File: config.mk
export PLATFORM = sky130hd
export DESIGN_NAME = block_token_emitter
export DESIGN_NICKNAME = d
export VERILOG_FILES = /design/src/rtl/block_text_pkg.sv /design/src/rtl/block_token_rom.sv /design/src/rtl/block_token_emitter.sv
export SDC_FILE = /design/constraint.sdc
export NUM_CORES = 1
export LEC_CHECK = 0
export ABC_CLOCK_PERIOD_IN_PS = 2600
export CAP_MARGIN = 20
export CORE_AREA = 2 2 88 90
export CTS_CLUSTER_DIAMETER = 30
export DETAILED_ROUTE_END_ITERATION = 8
export DIE_AREA = 0 0 90 92
export GPL_TIMING_DRIVEN = 1
export PLACE_DENSITY = 0.79
export SYNTH_ARGS = -nofsm -noshare
export SYNTH_HDL_FRONTEND = slang
export SYNTH_SLANG_ARGS = --single-unit
File: constraint.sdc
create_clock -name clk -period 2.6 [get_ports clk]
set_clock_uncertainty 0.05 [all_clocks]
set_input_delay 0.39 -clock clk [delete_from_list [all_inputs] [get_ports clk]]
set_output_delay 0.39 -clock clk [all_outputs]
set_load 0.03 [all_outputs]
File: src/rtl/block_text_pkg.sv
// ============================================================================
// block_text_pkg : op codes, ASCII constants, token lengths and encodings
// Rev 1.0
// ============================================================================
`default_nettype none

package block_text_pkg;

  typedef enum logic [1:0] {
    OP_OPEN      = 2'd0,
    OP_CLOSE     = 2'd1,
    OP_CHAR      = 2'd2,
    OP_CLOSE_ALL = 2'd3
  } op_e;

  typedef enum logic [1:0] {
    ST_IDLE  = 2'd0,
    ST_EMIT  = 2'd1,
    ST_DRAIN = 2'd2
  } state_e;

  typedef enum logic [1:0] {
    TOK_NONE  = 2'd0,
    TOK_BEGIN = 2'd1,
    TOK_END   = 2'd2,
    TOK_CHAR  = 2'd3
  } token_e;

  localparam logic [7:0] CH_SPACE = 8'h20;
  localparam logic [7:0] CH_B     = 8'h62;
  localparam logic [7:0] CH_E     = 8'h65;
  localparam logic [7:0] CH_G     = 8'h67;
  localparam logic [7:0] CH_I     = 8'h69;
  localparam logic [7:0] CH_N     = 8'h6E;
  localparam logic [7:0] CH_D     = 8'h64;

  localparam logic [2:0] BEGIN_LEN = 3'd6;
  localparam logic [2:0] END_LEN   = 3'd4;

  function automatic logic [7:0] to_upper(input logic [7:0] c);
    if (c >= 8'h61 && c <= 8'h7A) begin
      return c - 8'h20;
    end
    return c;
  endfunction

endpackage

`default_nettype wire

File: src/rtl/block_token_rom.sv
// ============================================================================
// block_token_rom : maps (token, byte index) to the emitted byte
// Rev 1.0
// ============================================================================
`default_nettype none

module block_token_rom
  import block_text_pkg::*;
#(
  parameter bit UPPER = 1'b0
) (
  input  token_e     token_sel,
  input  logic [2:0] byte_idx,
  input  logic [7:0] raw_char,
  output logic [7:0] out_char
);

  logic [7:0] kw_char;
  logic [7:0] kw_cased;

  always_comb begin
    kw_char = 8'h00;
    case (token_sel)
      TOK_BEGIN: begin
        case (byte_idx)
          3'd0:    kw_char = CH_B;
          3'd1:    kw_char = CH_E;
          3'd2:    kw_char = CH_G;
          3'd3:    kw_char = CH_I;
          3'd4:    kw_char = CH_N;
          default: kw_char = CH_SPACE;
        endcase
      end
      TOK_END: begin
        case (byte_idx)
          3'd0:    kw_char = CH_E;
          3'd1:    kw_char = CH_N;
          3'd2:    kw_char = CH_D;
          default: kw_char = CH_SPACE;
        endcase
      end
      default: kw_char = 8'h00;
    endcase
  end

  generate
    if (UPPER) begin : g_upper
      assign kw_cased = to_upper(kw_char);
    end else begin : g_lower
      assign kw_cased = kw_char;
    end
  endgenerate

  // Raw bytes bypass case conversion entirely.
  assign out_char = (token_sel == TOK_CHAR) ? raw_char : kw_cased;

endmodule

`default_nettype wire

File: src/rtl/block_token_emitter.sv
// ============================================================================
// block_token_emitter : command-driven keyword byte-stream generator
// Rev 1.0
// ============================================================================
`default_nettype none

module block_token_emitter
  import block_text_pkg::*;
#(
  parameter int DEPTH_W = 32,
  parameter bit UPPER   = 1'b0
) (
  input  logic               clk,
  input  logic               reset,
  input  logic               cmd_valid,
  output logic               cmd_ready,
  input  logic [1:0]         cmd_op,
  input  logic [7:0]         cmd_char,
  output logic               out_valid,
  input  logic               out_ready,
  output logic [7:0]         out_char,
  output logic [DEPTH_W-1:0] depth,
  output logic               balanced,
  output logic               err
);

  localparam logic [DEPTH_W-1:0] DEPTH_MAX = '1;
  localparam logic [DEPTH_W-1:0] DEPTH_ONE = {{(DEPTH_W-1){1'b0}}, 1'b1};

  state_e               state_q, state_d;
  token_e               token_q, token_d;
  logic [2:0]           idx_q, idx_d;
  logic [7:0]           char_q, char_d;
  logic [DEPTH_W-1:0]   depth_q, depth_d;
  logic                 err_q, err_d;
  logic                 cmd_ready_q, cmd_ready_d;
  logic                 out_valid_q, out_valid_d;

  logic accept;
  logic fire;
  logic last_byte;

  assign accept = cmd_valid && cmd_ready_q;
  assign fire   = out_valid_q && out_ready;

  always_comb begin
    last_byte = 1'b0;
    case (token_q)
      TOK_BEGIN: last_byte = (idx_q == BEGIN_LEN - 3'd1);
      TOK_END:   last_byte = (idx_q == END_LEN - 3'd1);
      TOK_CHAR:  last_byte = 1'b1;
      default:   last_byte = 1'b1;
    endcase
  end

  always_comb begin
    state_d     = state_q;
    token_d     = token_q;
    idx_d       = idx_q;
    char_d      = char_q;
    depth_d     = depth_q;
    err_d       = err_q;
    cmd_ready_d = cmd_ready_q;
    out_valid_d = out_valid_q;

    case (state_q)
      ST_IDLE: begin
        if (accept) begin
          case (op_e'(cmd_op))
            OP_OPEN: begin
              if (depth_q == DEPTH_MAX) begin
                err_d = 1'b1;
              end else begin
                depth_d     = depth_q + DEPTH_ONE;
                state_d     = ST_EMIT;
                token_d     = TOK_BEGIN;
                idx_d       = 3'd0;
                out_valid_d = 1'b1;
                cmd_ready_d = 1'b0;
              end
            end
            OP_CLOSE: begin
              if (depth_q == '0) begin
                err_d = 1'b1;
              end else begin
                depth_d     = depth_q - DEPTH_ONE;
                state_d     = ST_EMIT;
                token_d     = TOK_END;
                idx_d       = 3'd0;
                out_valid_d = 1'b1;
                cmd_ready_d = 1'b0;
              end
            end
            OP_CHAR: begin
              state_d     = ST_EMIT;
              token_d     = TOK_CHAR;
              char_d      = cmd_char;
              idx_d       = 3'd0;
              out_valid_d = 1'b1;
              cmd_ready_d = 1'b0;
            end
            OP_CLOSE_ALL: begin
              if (depth_q != '0) begin
                state_d     = ST_DRAIN;
                token_d     = TOK_END;
                idx_d       = 3'd0;
                out_valid_d = 1'b1;
                cmd_ready_d = 1'b0;
              end
            end
            default: ;
          endcase
        end
      end
      ST_EMIT: begin
        if (fire) begin
          if (last_byte) begin
            state_d     = ST_IDLE;
            token_d     = TOK_NONE;
            idx_d       = 3'd0;
            out_valid_d = 1'b0;
            cmd_ready_d = 1'b1;
          end else begin
            idx_d = idx_q + 3'd1;
          end
        end
      end
      ST_DRAIN: begin
        // Each "end " closes one level when its trailing space is taken.
        if (fire) begin
          if (last_byte) begin
            depth_d = depth_q - DEPTH_ONE;
            idx_d   = 3'd0;
            if (depth_q == DEPTH_ONE) begin
              state_d     = ST_IDLE;
              token_d     = TOK_NONE;
              out_valid_d = 1'b0;
              cmd_ready_d = 1'b1;
            end
          end else begin
            idx_d = idx_q + 3'd1;
          end
        end
      end
      default: begin
        state_d     = ST_IDLE;
        token_d     = TOK_NONE;
        idx_d       = 3'd0;
        out_valid_d = 1'b0;
        cmd_ready_d = 1'b1;
      end
    endcase
  end

  always_ff @(posedge clk or posedge reset) begin
    if (reset) begin
      state_q     <= ST_IDLE;
      token_q     <= TOK_NONE;
      idx_q       <= 3'd0;
      char_q      <= 8'h00;
      depth_q     <= '0;
      err_q       <= 1'b0;
      cmd_ready_q <= 1'b1;
      out_valid_q <= 1'b0;
    end else begin
      state_q     <= state_d;
      token_q     <= token_d;
      idx_q       <= idx_d;
      char_q      <= char_d;
      depth_q     <= depth_d;
      err_q       <= err_d;
      cmd_ready_q <= cmd_ready_d;
      out_valid_q <= out_valid_d;
    end
  end

  block_token_rom #(
    .UPPER(UPPER)
  ) u_rom (
    .token_sel(token_q),
    .byte_idx (idx_q),
    .raw_char (char_q),
    .out_char (out_char)
  );

  assign cmd_ready = cmd_ready_q;
  assign out_valid = out_valid_q;
  assign depth     = depth_q;
  assign balanced  = (depth_q == '0);
  assign err       = err_q;

endmodule

`default_nettype wire

==> results.yml <==
yosys:
  synth_xor_area_share_pct: 8.275
  ys_warn_count: 0
  synth_seq_cells: 50
  netlist_area_um2: 3387
  synthAdderAreaFrac_pct: 5.172
  synth.mux.area_fraction_pct: 3.879
  synth_compound_area_share_pct: 14.78
  synth_top_family_by_area: "simple AND/OR/NAND/NOR gates"
  synthSimpleGateAreaFrac_pct: 25.86
  synth_fp_nets: 397
  synth_async_sr_flop_share_pct: 100.0
  synth_seq_area_share_pct: 36.98
  synth_edf_count: 0
  synthDistinctLibCells: 62
  synth_area_per_cell_um2: 9.179
  synth_ff_type: "dfrtp_1"
  synth_cells: 369
critical_path:
  path_max_fanout: 5
  cp_cell_sequence: "or4_4 -> or2_4 -> nor4_4 -> buf_4"
  r2r_end: "depth[27]"
  r2r_cells: 6
  crit_path_start_kind: "register"
  critPathMaxStageDelay_ns: 0.60
  crit_family: "simple AND/OR/NAND/NOR gates"
  arrival_ns: 2.12
  path_buf_inv: 1
  cp-end-kind: "primary output"
  required_ns: 2.16
  reg2reg_from: "depth[18]"
  r2r_setup_slack_ns: 0.07
  crit_slowest_cell: "or4_4"
  path_class: "reg -> out"
clock_network:
  cts_max_level: 2
  cts_setup_buffers: 0
  path_clk_slew_ns: 0.10
  cts-root-buf: "clkbuf_8"
  clkLatencyLatePin_ns: 0.31
  cts_tree: "done"
  postCtsHoldBufs: 0
  cts_buffers: 5
  clockBufferDepth: 2
  cts.sink_count: 50
route:
  post_drt_wl_per_cell_um: 16.96
  finalWirelength_mm: 9.533
  drt_iter0_markers: 155
  ant_nets: 0
  firstDrtPassIters: 4
  vias: 3256
  vias_per_cell: 5.794
  drc: 0
die:
  die_y_um: 92
  core_area_um2: 7447
  ios: 58
  row_count: 32
  die-area_um2: 8280
  start_util_pct: 45.48
  die_x_um: 90
flow_run:
  maxCapViolCount: 0
grt:
  grt_usage_pct: 23.22
  grt_pass1_wl_mm: 15.84
  grt_max_degree: 27
  grt_antenna_before_repair: 0
  grt.overflow.total: 0
  first_global_vias: 3226
cells_and_area:
  num_antenna_cells: 0
  final_cell_mix: "clkdlybuf4s50_1, buf_4, dfrtp_1, nand2_1, nor2_1"
  final_common_cell: "clkdlybuf4s50_1"
  fill_cells: 640
  fin_util_pct: 61.39
  areaGrowthSynthToFinish_pct: 34.98
  drive_gt1_share_pct: 22.83
  fin_nets: 487
timing:
  setup-tns-final_ns: 0
  min_period_ns: 2.565
  tightestPinTransition_ns: 0.5639
  setup_violations: 0
  slew_violations: 0
  min_period_over_period_pct: 98.64
  max_freq_mhz: 389.9
  slew_headroom_pct: 62.35
  rsz0062_at_grt: "yes"
  final-hold-violation-count: 0
pwr:
  peakVddDrop_v: 0.0004742
  p_leak_nw: 1.926
  power_density_nw_per_um2: 1110
placement:
  portBuffers: 57
  place_congestion: 0.9275
  hpwlAfterDp_mm: 7.039
outcome:
  status: "finished, final reports clean"
min_path:
  min_path_type: "in -> async"
## flip-flops by register name, summed over array words and instances (netlist names)
signal and count:
err 1, idx_q 3, char_q 8, cmd_ready 1, depth 32, out_valid 1, token_q 2, state_q 2
## synthesized netlist by cell type, drive strengths merged (2+ instances only)
cell,instances,area (um2)
dfrtp,49,1226
nand2,35,131.4
nor2,29,108.9
a21oi,23,118.9
xor2,18,157.7
o21ai,16,80.08
ha,14,175.2
inv,14,52.55
nor4,14,117.6
xnor2,14,122.6
nand3,13,65.06
buf,12,96.33
nand4,10,62.56
mux2,9,101.4
and2,8,50.05
nor3,8,51.30
o31ai,8,60.06
and4,6,53.80
clkbuf,6,22.52
or3,6,43.79
a22o,4,35.03
a21o,3,22.52
and3,3,18.77
mux2i,3,30.03
o41ai,3,26.28
or2,3,18.77
or4,3,30.03
a211oi,2,15.01
a22oi,2,15.01
a31oi,2,12.51
nand4bb,2,22.52
nor2b,2,12.51
nor3b,2,15.01
nor4b,2,17.52
o2111ai,2,17.52
o22ai,2,12.51
or3b,2,17.52
## metal layers
layer / GRT usage [%] / vias up / part of all wire [%]
met3: 4.108 / 13 / 5.3
met2: 41.35 / 124 / 51
met4: 5.769 / 0 / 1.0
met5: 0 / - / 0
li1: - / 1530 / -
met1: 29.29 / 1589 / 43
## area by class of cell
cell class	count	area (um2)	share of cell area, %
sequential	50	1260	27.56
timing repair buffer	101	910.9	19.92
inverter	14	52.55	1.149
multi-input combinational	287	2083	45.57
tap	102	127.6	2.791
clock inverter	3	68.82	1.505
clock buffer	5	68.82	1.505
## how the worst max path moves through the flow
stage                  end  cells after the start        from
2_1_floorplan          err                      7    depth[7]
3_3_place_gp     depth[27]                      7   cmd_op[0]
3_5_place_dp      idx_q[0]                      7   cmd_op[1]
4_1_cts        out_char[5]                      3  token_q[0]
5_1_grt           balanced                      4   depth[18]
6_report          balanced                      4   depth[18]
## per-stage QoR
stage          power [mW]  hold WS [ns]  setup WS (ns)  std cells  cell area, um2
2_1_floorplan       3.218        0.4221       -0.04856        369            3456
3_3_place_gp        4.225        0.4137        0.01564        554            4367
3_5_place_dp        4.296        0.4253       -0.04444        554            4367
4_1_cts             5.012        0.4228       0.004569        562            4518
5_1_grt             5.366        0.4452       -0.01989        562            4572
6_report            5.076        0.3959        0.03527        562            4572
## power breakdown
part	switching (mW)	total [mW]	internal [mW]	leakage, nW
logic	1.75	3.07	1.32	1.21
registers	0.281	1.33	1.05	0.648
clock network	0.282	0.667	0.386	0.0683
## cell families after synthesis
family / after synthesis
AO/OA/AOI/OAI: 77
XOR/XNOR: 32
AND/OR/NAND/NOR: 152
buffers and inverters: 32
flip-flops: 50
multiplexers: 12
adder cells (fa/ha/maj): 14
## repair_timing
| item | 4_1_cts | 5_1_grt |
|---|---|---|
| endpoints found under the setup margin | 6 | 44 |
| gates cloned | 0 | 0 |
| pin swaps | 1 | 2 |
| resized for setup | 7 | 18 |
Power figures use the tool's default switching activity.
